### src/rtl/alu_seq.sv
// Sequential ALU: single-cycle logic/arith ops, iterative multiply/divide,
// valid/ready handshake on both sides.
module alu_seq #(
  parameter int WIDTH = 8
) (
  input  logic             clk,
  input  logic             rst_n,
  input  logic             in_valid,
  output logic             in_ready,
  input  logic [WIDTH-1:0] A,
  input  logic [WIDTH-1:0] B,
  input  logic [3:0]       ALU_Sel,
  output logic             out_valid,
  input  logic             out_ready,
  output logic [WIDTH-1:0] ALU_Out,
  output logic             CarryOut,
  output logic             Zero,
  output logic             DivZero
);

  localparam logic [1:0] IDLE = 2'd0;
  localparam logic [1:0] BUSY = 2'd1;
  localparam logic [1:0] DONE = 2'd2;
  localparam int CW = $clog2(WIDTH);

  logic [1:0]         state;
  logic [CW-1:0]      cnt;
  logic               op_div;
  logic [WIDTH-1:0]   opnd;
  logic [2*WIDTH-1:0] prod;
  logic [2*WIDTH-1:0] prod_nx;

  logic [WIDTH:0]     sum;
  logic [WIDTH:0]     dif;
  logic [WIDTH-1:0]   res;
  logic               cy;
  logic               dz;
  logic               is_long;

  logic [WIDTH:0]     upper;
  logic [WIDTH:0]     sh;
  logic [WIDTH:0]     diff;

  assign in_ready  = (state == IDLE);
  assign out_valid = (state == DONE);

  assign sum = {1'b0, A} + {1'b0, B};
  assign dif = {1'b0, A} - {1'b0, B};

  assign is_long = (ALU_Sel == 4'b0010) ||
                   ((ALU_Sel == 4'b0011) && (B != '0));

  always_comb begin
    res = '0;
    cy  = 1'b0;
    dz  = 1'b0;
    unique case (ALU_Sel)
      4'b0000: begin res = sum[WIDTH-1:0]; cy = sum[WIDTH]; end
      4'b0001: begin res = dif[WIDTH-1:0]; cy = dif[WIDTH]; end
      4'b0010: res = '0;
      // only reaches DONE directly when dividing by zero
      4'b0011: begin res = '1; dz = 1'b1; end
      4'b0100: begin res = {A[WIDTH-2:0], 1'b0}; cy = A[WIDTH-1]; end
      4'b0101: begin res = {1'b0, A[WIDTH-1:1]}; cy = A[0]; end
      4'b0110: res = {A[WIDTH-2:0], A[WIDTH-1]};
      4'b0111: res = {A[0], A[WIDTH-1:1]};
      4'b1000: res = A & B;
      4'b1001: res = A | B;
      4'b1010: res = A ^ B;
      4'b1011: res = ~(A | B);
      4'b1100: res = ~(A & B);
      4'b1101: res = ~(A ^ B);
      4'b1110: res = {{(WIDTH-1){1'b0}}, A > B};
      4'b1111: res = {{(WIDTH-1){1'b0}}, A == B};
      default: res = '0;
    endcase
  end

  // prod holds {acc, multiplier} for MUL and {rem, quotient} for DIV
  always_comb begin
    upper = {1'b0, prod[2*WIDTH-1:WIDTH]} +
            (prod[0] ? {1'b0, opnd} : '0);
    sh    = prod[2*WIDTH-1:WIDTH-1];
    diff  = sh - {1'b0, opnd};
    if (op_div) begin
      if (diff[WIDTH])
        prod_nx = {sh[WIDTH-1:0], prod[WIDTH-2:0], 1'b0};
      else
        prod_nx = {diff[WIDTH-1:0], prod[WIDTH-2:0], 1'b1};
    end else begin
      prod_nx = {upper, prod[WIDTH-1:1]};
    end
  end

  always_ff @(posedge clk) begin
    if (!rst_n) begin
      state    <= IDLE;
      cnt      <= '0;
      op_div   <= 1'b0;
      opnd     <= '0;
      prod     <= '0;
      ALU_Out  <= '0;
      CarryOut <= 1'b0;
      Zero     <= 1'b0;
      DivZero  <= 1'b0;
    end else begin
      unique case (state)
        IDLE: begin
          if (in_valid) begin
            if (is_long) begin
              state  <= BUSY;
              cnt    <= '0;
              op_div <= ALU_Sel[0];
              opnd   <= ALU_Sel[0] ? B : A;
              prod   <= {{WIDTH{1'b0}}, (ALU_Sel[0] ? A : B)};
            end else begin
              state    <= DONE;
              ALU_Out  <= res;
              CarryOut <= cy;
              Zero     <= (res == '0);
              DivZero  <= dz;
            end
          end
        end
        BUSY: begin
          prod <= prod_nx;
          cnt  <= cnt + CW'(1);
          if (cnt == CW'(WIDTH-1)) begin
            state    <= DONE;
            cnt      <= '0;
            ALU_Out  <= prod_nx[WIDTH-1:0];
            CarryOut <= !op_div && (prod_nx[2*WIDTH-1:WIDTH] != '0);
            Zero     <= (prod_nx[WIDTH-1:0] == '0);
            DivZero  <= 1'b0;
          end
        end
        DONE: begin
          if (out_ready)
            state <= IDLE;
        end
        default: state <= IDLE;
      endcase
    end
  end

endmodule

### config.mk
export PLATFORM = sky130hd
export DESIGN_NAME = alu_seq
export DESIGN_NICKNAME = d
export VERILOG_FILES = /design/src/rtl/alu_seq.sv
export SDC_FILE = /design/constraint.sdc
export NUM_CORES = 1
export LEC_CHECK = 0
export BUFFER_PORTS_ARGS = -buffer_cell sky130_fd_sc_hd__buf_2
export CORE_MARGIN = 2
export CORE_UTILIZATION = 43
export DETAILED_ROUTE_END_ITERATION = 6
export GPL_TIMING_DRIVEN = 0
export PLACE_DENSITY = 0.72
export SETUP_SLACK_MARGIN = 0.4
export SYNTH_ARGS = -nofsm -noshare
export SYNTH_HDL_FRONTEND = slang
export SYNTH_SLANG_ARGS = --single-unit
### constraint.sdc
create_clock -name clk -period 7.75 [get_ports clk]
set_input_delay 0.3875 -clock clk [delete_from_list [all_inputs] [get_ports clk]]
set_output_delay 0.3875 -clock clk [all_outputs]
set_load 0.005 [all_outputs]
==> impl_metrics.py, run 1 <==
metrics = {
    "global_routing": {
        "grt_pass1_wl_um": 24900,
        "grt_pass1_vias": 4803,
        "antenna_found_initial": 0,
        "grt_start_max_net_pins": 15,
        "grtUsageTotal_pct": 27.1,
        "gr-total-overflow": 0,
    },
    "synth": {
        "synthXorXnorAreaFrac_pct": 3.81,
        "synthMuxAreaShare_pct": 5.09,
        "synth-edff-count": 0,
        "async_flop_share_pct": 0,
        "synth_area_per_cell_um2": 7.11,
        "ys_seq_area_share_pct": 17.9,
        "netlist_area_mm2": 0.00459,
        "synth_top_family_by_area": "compound AO/OA/AOI/OAI gates",
        "synth_simple_gate_area_share_pct": 23.5,
        "syn-num-nets": 716,
        "synth_adder_area_share_pct": 13.2,
        "yosys_most_used_dff": "dfxtp_1",
        "ys_warn_count": 0,
        "synth-compound-area-share_pct": 29.7,
        "netlist_instances": 646,
        "ys_seq_elements": 41,
        "synth_cell_type_count": 64,
    },
    "floorplanning": {
        "die_area_mm2": 0.0115,
        "io_pins": 37,
        "core.rowCount": 37,
        "fp.dieW_um": 107,
        "core_area_mm2": 0.0104,
        "start_util_pct": 44.3,
        "die_h_um": 107,
    },
    "clock_tree": {
        "cts_resized": 0,
        "insertion_delay_ns": 0.31,
        "post_cts_buffers": 0,
        "clockBufferDepth": 2,
        "clkSlewWorstSetupHoldPaths_ns": 0.09,
        "cts-root-buf": "clkbuf_8",
        "holdBufCountCts": 0,
        "cts.sinks": 41,
        "numCtsBuffers": 5,
        "ctsHtreeMaxLevel": 2,
        "cts_tree": "built",
    },
    "timing": {
        "finalHoldViolCount": 0,
        "tns_ns": 0,
        "finalCritPeriodShare_pct": 46.2,
        "setup_viol": 0,
        "skew_ns": 0.00920,
        "rsz0062_at_grt": "no",
        "period_minus_slack_ns": 3.58,
        "final_max_slew_viol_count": 0,
        "slew_headroom_pct": 41.2,
        "worst_slew_pin_slew_ns": 0.876,
        "maxClockFrequency_mhz": 279,
        "layout_setup_ws_ns": 4.17,
    },
    "finish": {
        "syn2layout_area_growth_pct": 10.6,
        "diodes": 0,
        "drive_gt1_share_pct": 9.71,
        "final_cell_mix": "nor2_1 (89), a21oi_1 (52), nand2_1 (49)",
        "final_common_cell": "nor2_1",
        "fillers": 1071,
        "final_cells": 826,
        "nets": 759,
    },
    "routing": {
        "finalWirelength_um": 15600,
        "drt-initial-drc-count": 550,
        "drc_errors": 0,
        "vias_per_cell": 6.22,
        "num_vias": 5134,
        "postRouteAntennaNets": 0,
        "firstDrtPassIters": 5,
        "wire_per_inst_um": 18.9,
    },
    "power_and_ir_drop": {
        "p_total_uw": 655,
        "power.share.sequential_pct": 34.3,
        "vdd_drop_max_mv": 0.111,
        "clkPwrFrac_pct": 32.8,
        "comb_power_share_pct": 32.9,
        "p_sw_uw": 227,
        "swShare_pct": 34.7,
        "powerDensity_mw_per_mm2": 129,
        "internal-power_uw": 428,
        "p_leak_uw": 0.00210,
    },
    "worst_setup_path": {
        "r2r_cells": 12,
        "required_ns": 7.90,
        "cp_max_fo": 8,
        "path_class": "reg -> reg",
        "critPathLaunchType": "register",
        "cp.arrival_ns": 3.73,
        "end_kind": "register",
    },
    "place": {
        "gp_congestion": 0.987,
        "dpl.hpwl_um": 12200,
        "io_buffer_count": 36,
        "dpl_worst_slack_ns": 4.31,
        "dp.cells": 818,
    },
    "outcome": {
        "outcome": "complete, no violations",
    },
    "worst_hold_path": {
        "min-delay-path-class": "in -> reg",
        "holdPathStages": 3,
    },
    "flow_run": {
        "maxCapViolCount": 0,
    },
}
sequential cells by signal, indices dropped and copies added, names as in the netlist:
signal and cells:
state 2, cnt 3, opnd 8, ALU_Out 8
DivZero 1, prod 16, CarryOut 1, op_div 1
Zero 1
per-layer routing:
metal | GRT usage, % | part of all wire, %
met4 | 10.5 | 3.8
met3 | 3.63 | 8.1
met1 | 35.3 | 42
met2 | 45.5 | 46
met5 | 0 | 0
cell type report:
| type | instances | area [µm²] | share of cell area [%] |
|---|---|---|---|
| clock inverters | 3 | 68.8 | 1.35 |
| flip-flops and latches | 41 | 821 | 16.1 |
| multi-input cells | 525 | 3460 | 68.0 |
| clock buffers | 5 | 68.8 | 1.35 |
| well taps | 136 | 170 | 3.35 |
| repair buffers | 36 | 180 | 3.55 |
| inverters | 42 | 158 | 3.10 |
| plain buffers | 38 | 158 | 3.10 |
kinds of logic after synthesis:
kind of cell	count (synthesis)
flip-flops	41
AO/OA/AOI/OAI	208
adder cells (fa/ha/maj)	46
buffers and inverters	80
AND/OR/NAND/NOR	228
multiplexers	23
XOR/XNOR	20
synth_stat cells, types with 4 or more instances:
| library cell | instances | area [µm²] |
|---|---|---|
| clkbuf_1 | 27 | 101 |
| o21bai_1 | 7 | 52.6 |
| nor2_1 | 89 | 334 |
| o211ai_1 | 21 | 158 |
| a211oi_1 | 14 | 105 |
| xor2_1 | 10 | 87.6 |
| nand2_1 | 49 | 184 |
| nor3_1 | 17 | 85.1 |
| a31oi_1 | 14 | 87.6 |
| nand4_1 | 6 | 37.5 |
| or3_1 | 4 | 25.0 |
| a21oi_1 | 52 | 260 |
| buf_2 | 9 | 45.0 |
| mux2i_1 | 20 | 200 |
| fa_1 | 4 | 80.1 |
| nor2b_1 | 4 | 25.0 |
| ha_1 | 42 | 526 |
| a21o_1 | 14 | 105 |
| a311oi_1 | 4 | 35.0 |
| o31a_1 | 4 | 35.0 |
| nand2b_1 | 11 | 68.8 |
| o22ai_1 | 5 | 31.3 |
| a221oi_1 | 4 | 35.0 |
| nand3_1 | 19 | 95.1 |
| o221ai_1 | 4 | 35.0 |
| inv_1 | 42 | 158 |
| o21ai_0 | 37 | 185 |
| dfxtp_1 | 41 | 821 |
| xnor2_1 | 10 | 87.6 |
through the flow:
step                hold WS (ns)  instance area (µm²)  util, %
floorplan                  0.448                 4590        -
global placement           0.444                 4940     47.7
detailed placement         0.449                 4940     47.7
CTS                        0.361                 5080     49.0
global route               0.375                 5080     49.0
finish                     0.367                 5080     49.0
critical path, cell delays in order (launching register included):
cell	delay (ns)
dfxtp_1	0.34
inv_1	0.09
ha_1	0.15
inv_1	0.06
fa_1	0.42
a21o_1	0.20
nand4_1	0.17
a21oi_1	0.16
nor3_2	0.57
mux2i_1	0.24
o21ai_0	0.18
nor4_1	0.65
o22ai_1	0.21
worst paths after layout:
check	startpoint	to	slack (ns)
setup / recovery	prod[7]	CarryOut	4.17
hold / removal	rst_n	ALU_Out[6]	0.37
hold reg to reg	DivZero	DivZero	0.46
setup reg to reg	prod[7]	CarryOut	4.17
power by group through the flow:
stage          logic (µW)  clock network (µW)  registers [µW]
3_5_place_dp          209                   0             230
2_1_floorplan         142                   0             229
6_report              216                 215             225
4_1_cts               210                 215             225
5_1_grt               235                 223             226
3_3_place_gp          206                   0             229
No activity file was read; power rests on OpenSTA's default activity.
==> run 2, diff against run 1 <==
==> constraint.sdc (replaced) <==
create_clock -name clk -period 3.35 [get_ports clk]
set_input_delay 0.1675 -clock clk [delete_from_list [all_inputs] [get_ports clk]]
set_output_delay 0.1675 -clock clk [all_outputs]
set_load 0.005 [all_outputs]
==> impl_metrics.py, run 2 (synthesized netlist as in run 1, its figures left out) <==
metrics = {
    "outcome": {
        "outcome": "complete, no violations",
    },
    "worst_hold_path": {
        "hp-start": "rst_n",
        "min_to": "ALU_Out[6]",
        "min-delay-path-class": "in -> reg",
        "holdPathStages": 3,
    },
    "floorplanning": {
        "start_util_pct": 44.3,
        "core.rowCount": 37,
        "io_pins": 37,
        "die_area_mm2": 0.0115,
        "die_h_um": 107,
        "fp.dieW_um": 107,
        "core_area_mm2": 0.0104,
    },
    "worst_setup_path": {
        "rrSetupSlack_ns": 0.42,
        "end_kind": "register",
        "cp.arrival_ns": 3.11,
        "critPathLaunchType": "register",
        "r2r_cells": 14,
        "path_class": "reg -> reg",
        "required_ns": 3.53,
        "path_cells": "inv_2 -> ha_4 -> inv_2 -> fa_2 -> a21o_1 -> nand4_1 -> buf_4 -> buf_4 -> nand2_1 -> xor2_1 -> a211oi_4 -> o211ai_1 -> nor4_4 -> o22ai_1",
        "cp_max_fo": 3,
        "r2r-end": "CarryOut",
        "r2r_start": "prod[7]",
        "critical_path.max_stage_delay_ns": 0.40,
        "slowest_stage": "fa_2",
    },
    "routing": {
        "postRouteAntennaNets": 0,
        "drc_errors": 0,
        "dr_wl_met2_um": 7360,
        "finalWirelength_um": 16000,
        "wl_met1_um": 6440,
        "num_vias": 5213,
        "top_layer_used": "met4",
        "route.met3.wl_um": 1450,
        "vias_per_cell": 6.24,
        "firstDrtPassIters": 5,
        "wire_per_inst_um": 19.1,
        "drt-initial-drc-count": 550,
    },
    "finish": {
        "syn2layout_area_growth_pct": 15.1,
        "nets": 768,
        "fin_util_pct": 51.0,
        "final_cell_mix": "nor2_1 (88), a21oi_1 (49), nand2_1 (49)",
        "reg_top3": "prod (16), ALU_Out (8), opnd (8)",
        "largest_reg_flops": 16,
        "largest_register": "prod",
        "final_common_cell": "nor2_1",
        "drive_gt1_share_pct": 14.3,
        "final_cells": 835,
        "diodes": 0,
        "fillers": 1047,
    },
    "timing": {
        "tns_ns": 0,
        "setup_viol": 0,
        "maxClockFrequency_mhz": 341,
        "finalCritPeriodShare_pct": 87.5,
        "slew_headroom_pct": 42.1,
        "rsz0062_at_grt": "yes",
        "skew_ns": 0.0107,
        "fin_hold_ws_ns": 0.143,
        "finalHoldViolCount": 0,
        "period_minus_slack_ns": 2.93,
        "worst_slew_pin_slew_ns": 0.862,
        "final_max_slew_viol_count": 0,
    },
    "place": {
        "io_buffer_count": 36,
        "dp.cells": 818,
        "dpl.hpwl_um": 12200,
        "gp_congestion": 0.987,
    },
    "global_routing": {
        "grt_pass1_wl_um": 25100,
        "antenna_found_initial": 0,
        "gr-total-overflow": 0,
        "grt_pass1_vias": 4819,
        "grtUsageTotal_pct": 27.4,
        "grt_start_max_net_pins": 15,
    },
    "clock_tree": {
        "cts.sinks": 41,
        "clockBufferDepth": 2,
        "cts-root-buf": "clkbuf_8",
        "insertion_delay_ns": 0.31,
        "ctsHtreeMaxLevel": 2,
        "cts_tree": "built",
        "clkSlewWorstSetupHoldPaths_ns": 0.09,
        "holdBufCountCts": 0,
        "numCtsBuffers": 5,
    },
    "power_and_ir_drop": {
        "p_leak_uw": 0.00216,
        "vdd_drop_max_mv": 0.258,
        "powerDensity_mw_per_mm2": 293,
        "p_total_uw": 1550,
    },
    "flow_run": {
        "maxCapViolCount": 0,
    },
}
[run 2: cell count changes in the layout (fill, tap and decap cells not counted), moves of 3 or more]
cell and delta:
a211oi_1 -4, a211oi_2 +3, a21oi_1 -3, buf_4 +9, inv_1 -3, inv_2 +3
[run 2: final cells by class]
type,count,area (µm²),area share [%]
Multi-Input combinational cell,525,3590,68.0
Timing Repair Buffer,45,248,4.68
Clock inverter,3,68.8,1.30
Sequential cell,41,823,15.6
Inverter,42,158,2.98
Clock buffer,5,68.8,1.30
Buffer,38,158,2.98
Tap cell,136,170,3.22
[run 2: layer usage]
metal	global-route usage, %	up-vias
met3	3.63	59
li1	-	2453
met5	0	-
met2	46.2	304
met1	35.5	2397
met4	10.4	0
[run 2: worst max path at each step]
stage	startpoint	endpoint	slack, ns
global route	prod[7]	CarryOut	0.35
detailed placement	prod[7]	CarryOut	-0.09
global placement	prod[7]	CarryOut	-0.02
floorplan	prod[7]	CarryOut	0.82
finish	prod[7]	CarryOut	0.42
CTS	prod[7]	CarryOut	0.42
[run 2: worst max-delay path: cells and delay by family, from the launching register on]
kind / cells / cell delay [ns]
compound gates: 4 / 0.82
simple gates: 3 / 0.55
fa+ha+maj: 2 / 0.52
buf+inv: 4 / 0.38
flops: 1 / 0.33
xor+xnor: 1 / 0.20
[run 2: through the flow]
stage	cell area, µm²	setup WS, ns
floorplan	4590	0.816
global placement	4940	-0.0172
detailed placement	4940	-0.0950
CTS	5140	0.421
global route	5290	0.346
finish	5290	0.418
[run 2: report_power, final]
| group | total [µW] | internal (µW) | switching [µW] | leakage, µW |
|---|---|---|---|---|
| sequential | 520 | 507 | 13.7 | 0.000334 |
| combinational | 534 | 202 | 332 | 0.00176 |
| clock | 497 | 300 | 196 | 0.0000687 |
[run 2: timing repair]
action	CTS	global route
buffers inserted	2	7
gates resized for setup	11	21
pin swaps	3	15
setup endpoints to repair	2	2
==> run 3, diff against run 2 <==
--- a/config.mk
+++ b/config.mk
@@ -11,6 +11,7 @@
 export DETAILED_ROUTE_END_ITERATION = 6
 export GPL_TIMING_DRIVEN = 0
 export PLACE_DENSITY = 0.72
+export RECOVER_POWER = 25
 export SETUP_SLACK_MARGIN = 0.4
 export SYNTH_ARGS = -nofsm -noshare
 export SYNTH_HDL_FRONTEND = slang
==> impl_metrics.py, run 3 (synthesized netlist as in run 1, its figures left out) <==
metrics = {
    "clock_tree": {
        "holdBufCountCts": 0,
        "cts_tree": "built",
        "cts-root-buf": "clkbuf_8",
        "cts.sinks": 41,
        "ctsHtreeMaxLevel": 2,
        "clkSlewWorstSetupHoldPaths_ns": 0.09,
        "insertion_delay_ns": 0.31,
        "numCtsBuffers": 5,
        "clockBufferDepth": 2,
    },
    "timing": {
        "tns_ns": 0,
        "period_minus_slack_ns": 2.92,
        "rsz0062_at_grt": "yes",
        "maxClockFrequency_mhz": 343,
        "finalCritPeriodShare_pct": 87.0,
        "layout_setup_ws_ns": 0.434,
        "skew_ns": 0.0103,
        "finalHoldViolCount": 0,
        "final_max_slew_viol_count": 0,
        "worst_slew_pin_slew_ns": 0.860,
        "slew_headroom_pct": 42.2,
        "fin_hold_ws_ns": 0.145,
        "setup_viol": 0,
    },
    "floorplanning": {
        "fp.dieW_um": 107,
        "core.rowCount": 37,
        "start_util_pct": 44.3,
        "die_area_mm2": 0.0115,
        "core_area_mm2": 0.0104,
        "die_h_um": 107,
        "io_pins": 37,
    },
    "routing": {
        "num_vias": 5235,
        "vias_per_cell": 6.27,
        "finalWirelength_um": 15900,
        "drc_errors": 0,
        "wire_per_inst_um": 19.1,
        "postRouteAntennaNets": 0,
        "drt-initial-drc-count": 590,
        "firstDrtPassIters": 5,
    },
    "finish": {
        "final_cells": 835,
        "regArea_um2": 823,
        "reg_top3": "prod (16), ALU_Out (8), opnd (8)",
        "largest_reg_flops": 16,
        "final_cell_mix": "nor2_1 (88), a21oi_1 (49), nand2_1 (49)",
        "drive_gt1_share_pct": 12.9,
        "nets": 768,
        "fillers": 1052,
        "final_common_cell": "nor2_1",
        "largest_register": "prod",
        "multi_input_area_mm2": 0.00359,
        "diodes": 0,
        "fin_area_mm2": 0.00528,
        "syn2layout_area_growth_pct": 14.8,
    },
    "global_routing": {
        "busiest_layer": "met2",
        "gr-total-overflow": 0,
        "grt_pass1_vias": 4819,
        "grt_util_met3_pct": 3.63,
        "grtUsageTotal_pct": 27.4,
        "grt_start_max_net_pins": 15,
        "antenna_found_initial": 0,
        "grtUsageMet1_pct": 35.5,
        "met2_usage_pct": 46.2,
        "grt_pass1_wl_um": 25100,
    },
    "worst_setup_path": {
        "path_class": "reg -> reg",
        "critPathLaunchType": "register",
        "critical_path.max_stage_delay_ns": 0.40,
        "rrSetupSlack_ns": 0.43,
        "required_ns": 3.53,
        "r2r-end": "CarryOut",
        "r2r_start": "prod[7]",
        "cp_max_fo": 3,
        "slowest_stage": "fa_2",
        "cp.arrival_ns": 3.10,
        "end_kind": "register",
        "r2r_cells": 14,
        "path_cells": "inv_2 -> ha_4 -> inv_2 -> fa_2 -> a21o_1 -> nand4_1 -> buf_4 -> buf_4 -> nand2_1 -> xor2_1 -> a211oi_4 -> o211ai_1 -> nor4_4 -> o22ai_1",
    },
    "worst_hold_path": {
        "holdPathStages": 3,
        "min-delay-path-class": "in -> reg",
        "min_to": "ALU_Out[6]",
        "hp-start": "rst_n",
    },
    "place": {
        "io_buffer_count": 36,
        "gp_congestion": 0.987,
        "dpl.hpwl_um": 12200,
        "dpl_worst_slack_ns": -0.0950,
        "dp.cells": 818,
        "dpl_cell_area_mm2": 0.00494,
    },
    "outcome": {
        "outcome": "complete, no violations",
    },
    "power_and_ir_drop": {
        "vdd_drop_max_mv": 0.256,
        "p_leak_uw": 0.00213,
        "powerDensity_mw_per_mm2": 294,
    },
    "flow_run": {
        "maxCapViolCount": 0,
    },
}
run 3: changes by cell type in the layout (fill, tap and decap cells not counted), sizes merged:
| cell | previous run | this run |
|---|---|---|
| buf | 56 | 47 |
| clkbuf | 32 | 41 |
run 3: where the power goes:
| group | internal, µW | switching [µW] | leakage [µW] |
|---|---|---|---|
| clock network | 300 | 199 | 0.0000687 |
| logic | 199 | 332 | 0.00172 |
| registers | 507 | 14.1 | 0.000334 |
run 3: per-stage QoR:
stage                     utilization [%]  total power, µW
after floorplan                         -              859
after global placement               47.7             1010
after detailed placement             47.7             1010
after CTS                            49.6             1520
after global routing                 50.9             1620
final                                50.9             1550
run 3: worst max-delay path: cells and delay by family (launching register included):
| family | cells | cell delay, ns |
|---|---|---|
| AOI/OAI and AO/OA | 4 | 0.82 |
| and+or+nand+nor | 3 | 0.55 |
| DFF | 1 | 0.33 |
| xor gates and xnor gates | 1 | 0.20 |
| buffers and inverters | 4 | 0.38 |
| adders and majority gates | 2 | 0.52 |
run 3: worst max path at each step:
stage | from | endpoint | slack (ns) | depth (start not counted)
finish | prod[7] | CarryOut | 0.43 | 14
global route | prod[7] | CarryOut | 0.35 | 14
detailed placement | prod[7] | CarryOut | -0.09 | 12
CTS | prod[7] | CarryOut | 0.42 | 12
global placement | prod[7] | CarryOut | -0.02 | 12
floorplan | prod[7] | CarryOut | 0.82 | 12
run 3: final cells by class:
cell class / instances / area share [%]
Tap cell: 136 / 3.23
Sequential cell: 41 / 15.6
Multi-Input combinational cell: 525 / 68.1
Timing Repair Buffer: 45 / 4.46
Clock buffer: 5 / 1.30
Inverter: 42 / 2.99
Buffer: 38 / 2.99
Clock inverter: 3 / 1.30
run 3: what timing repair did:
item	in CTS	in global routing
setup endpoints to repair	2	2
setup buffers	2	7
gates resized for setup	11	21
pin swaps	3	15
run 3: routing by layer:
metal / share of wire, % / vias up
met5: 0 / -
met4: 4.2 / 0
met3: 7.9 / 55
met2: 47 / 295
met1: 41 / 2436
li1: - / 2449
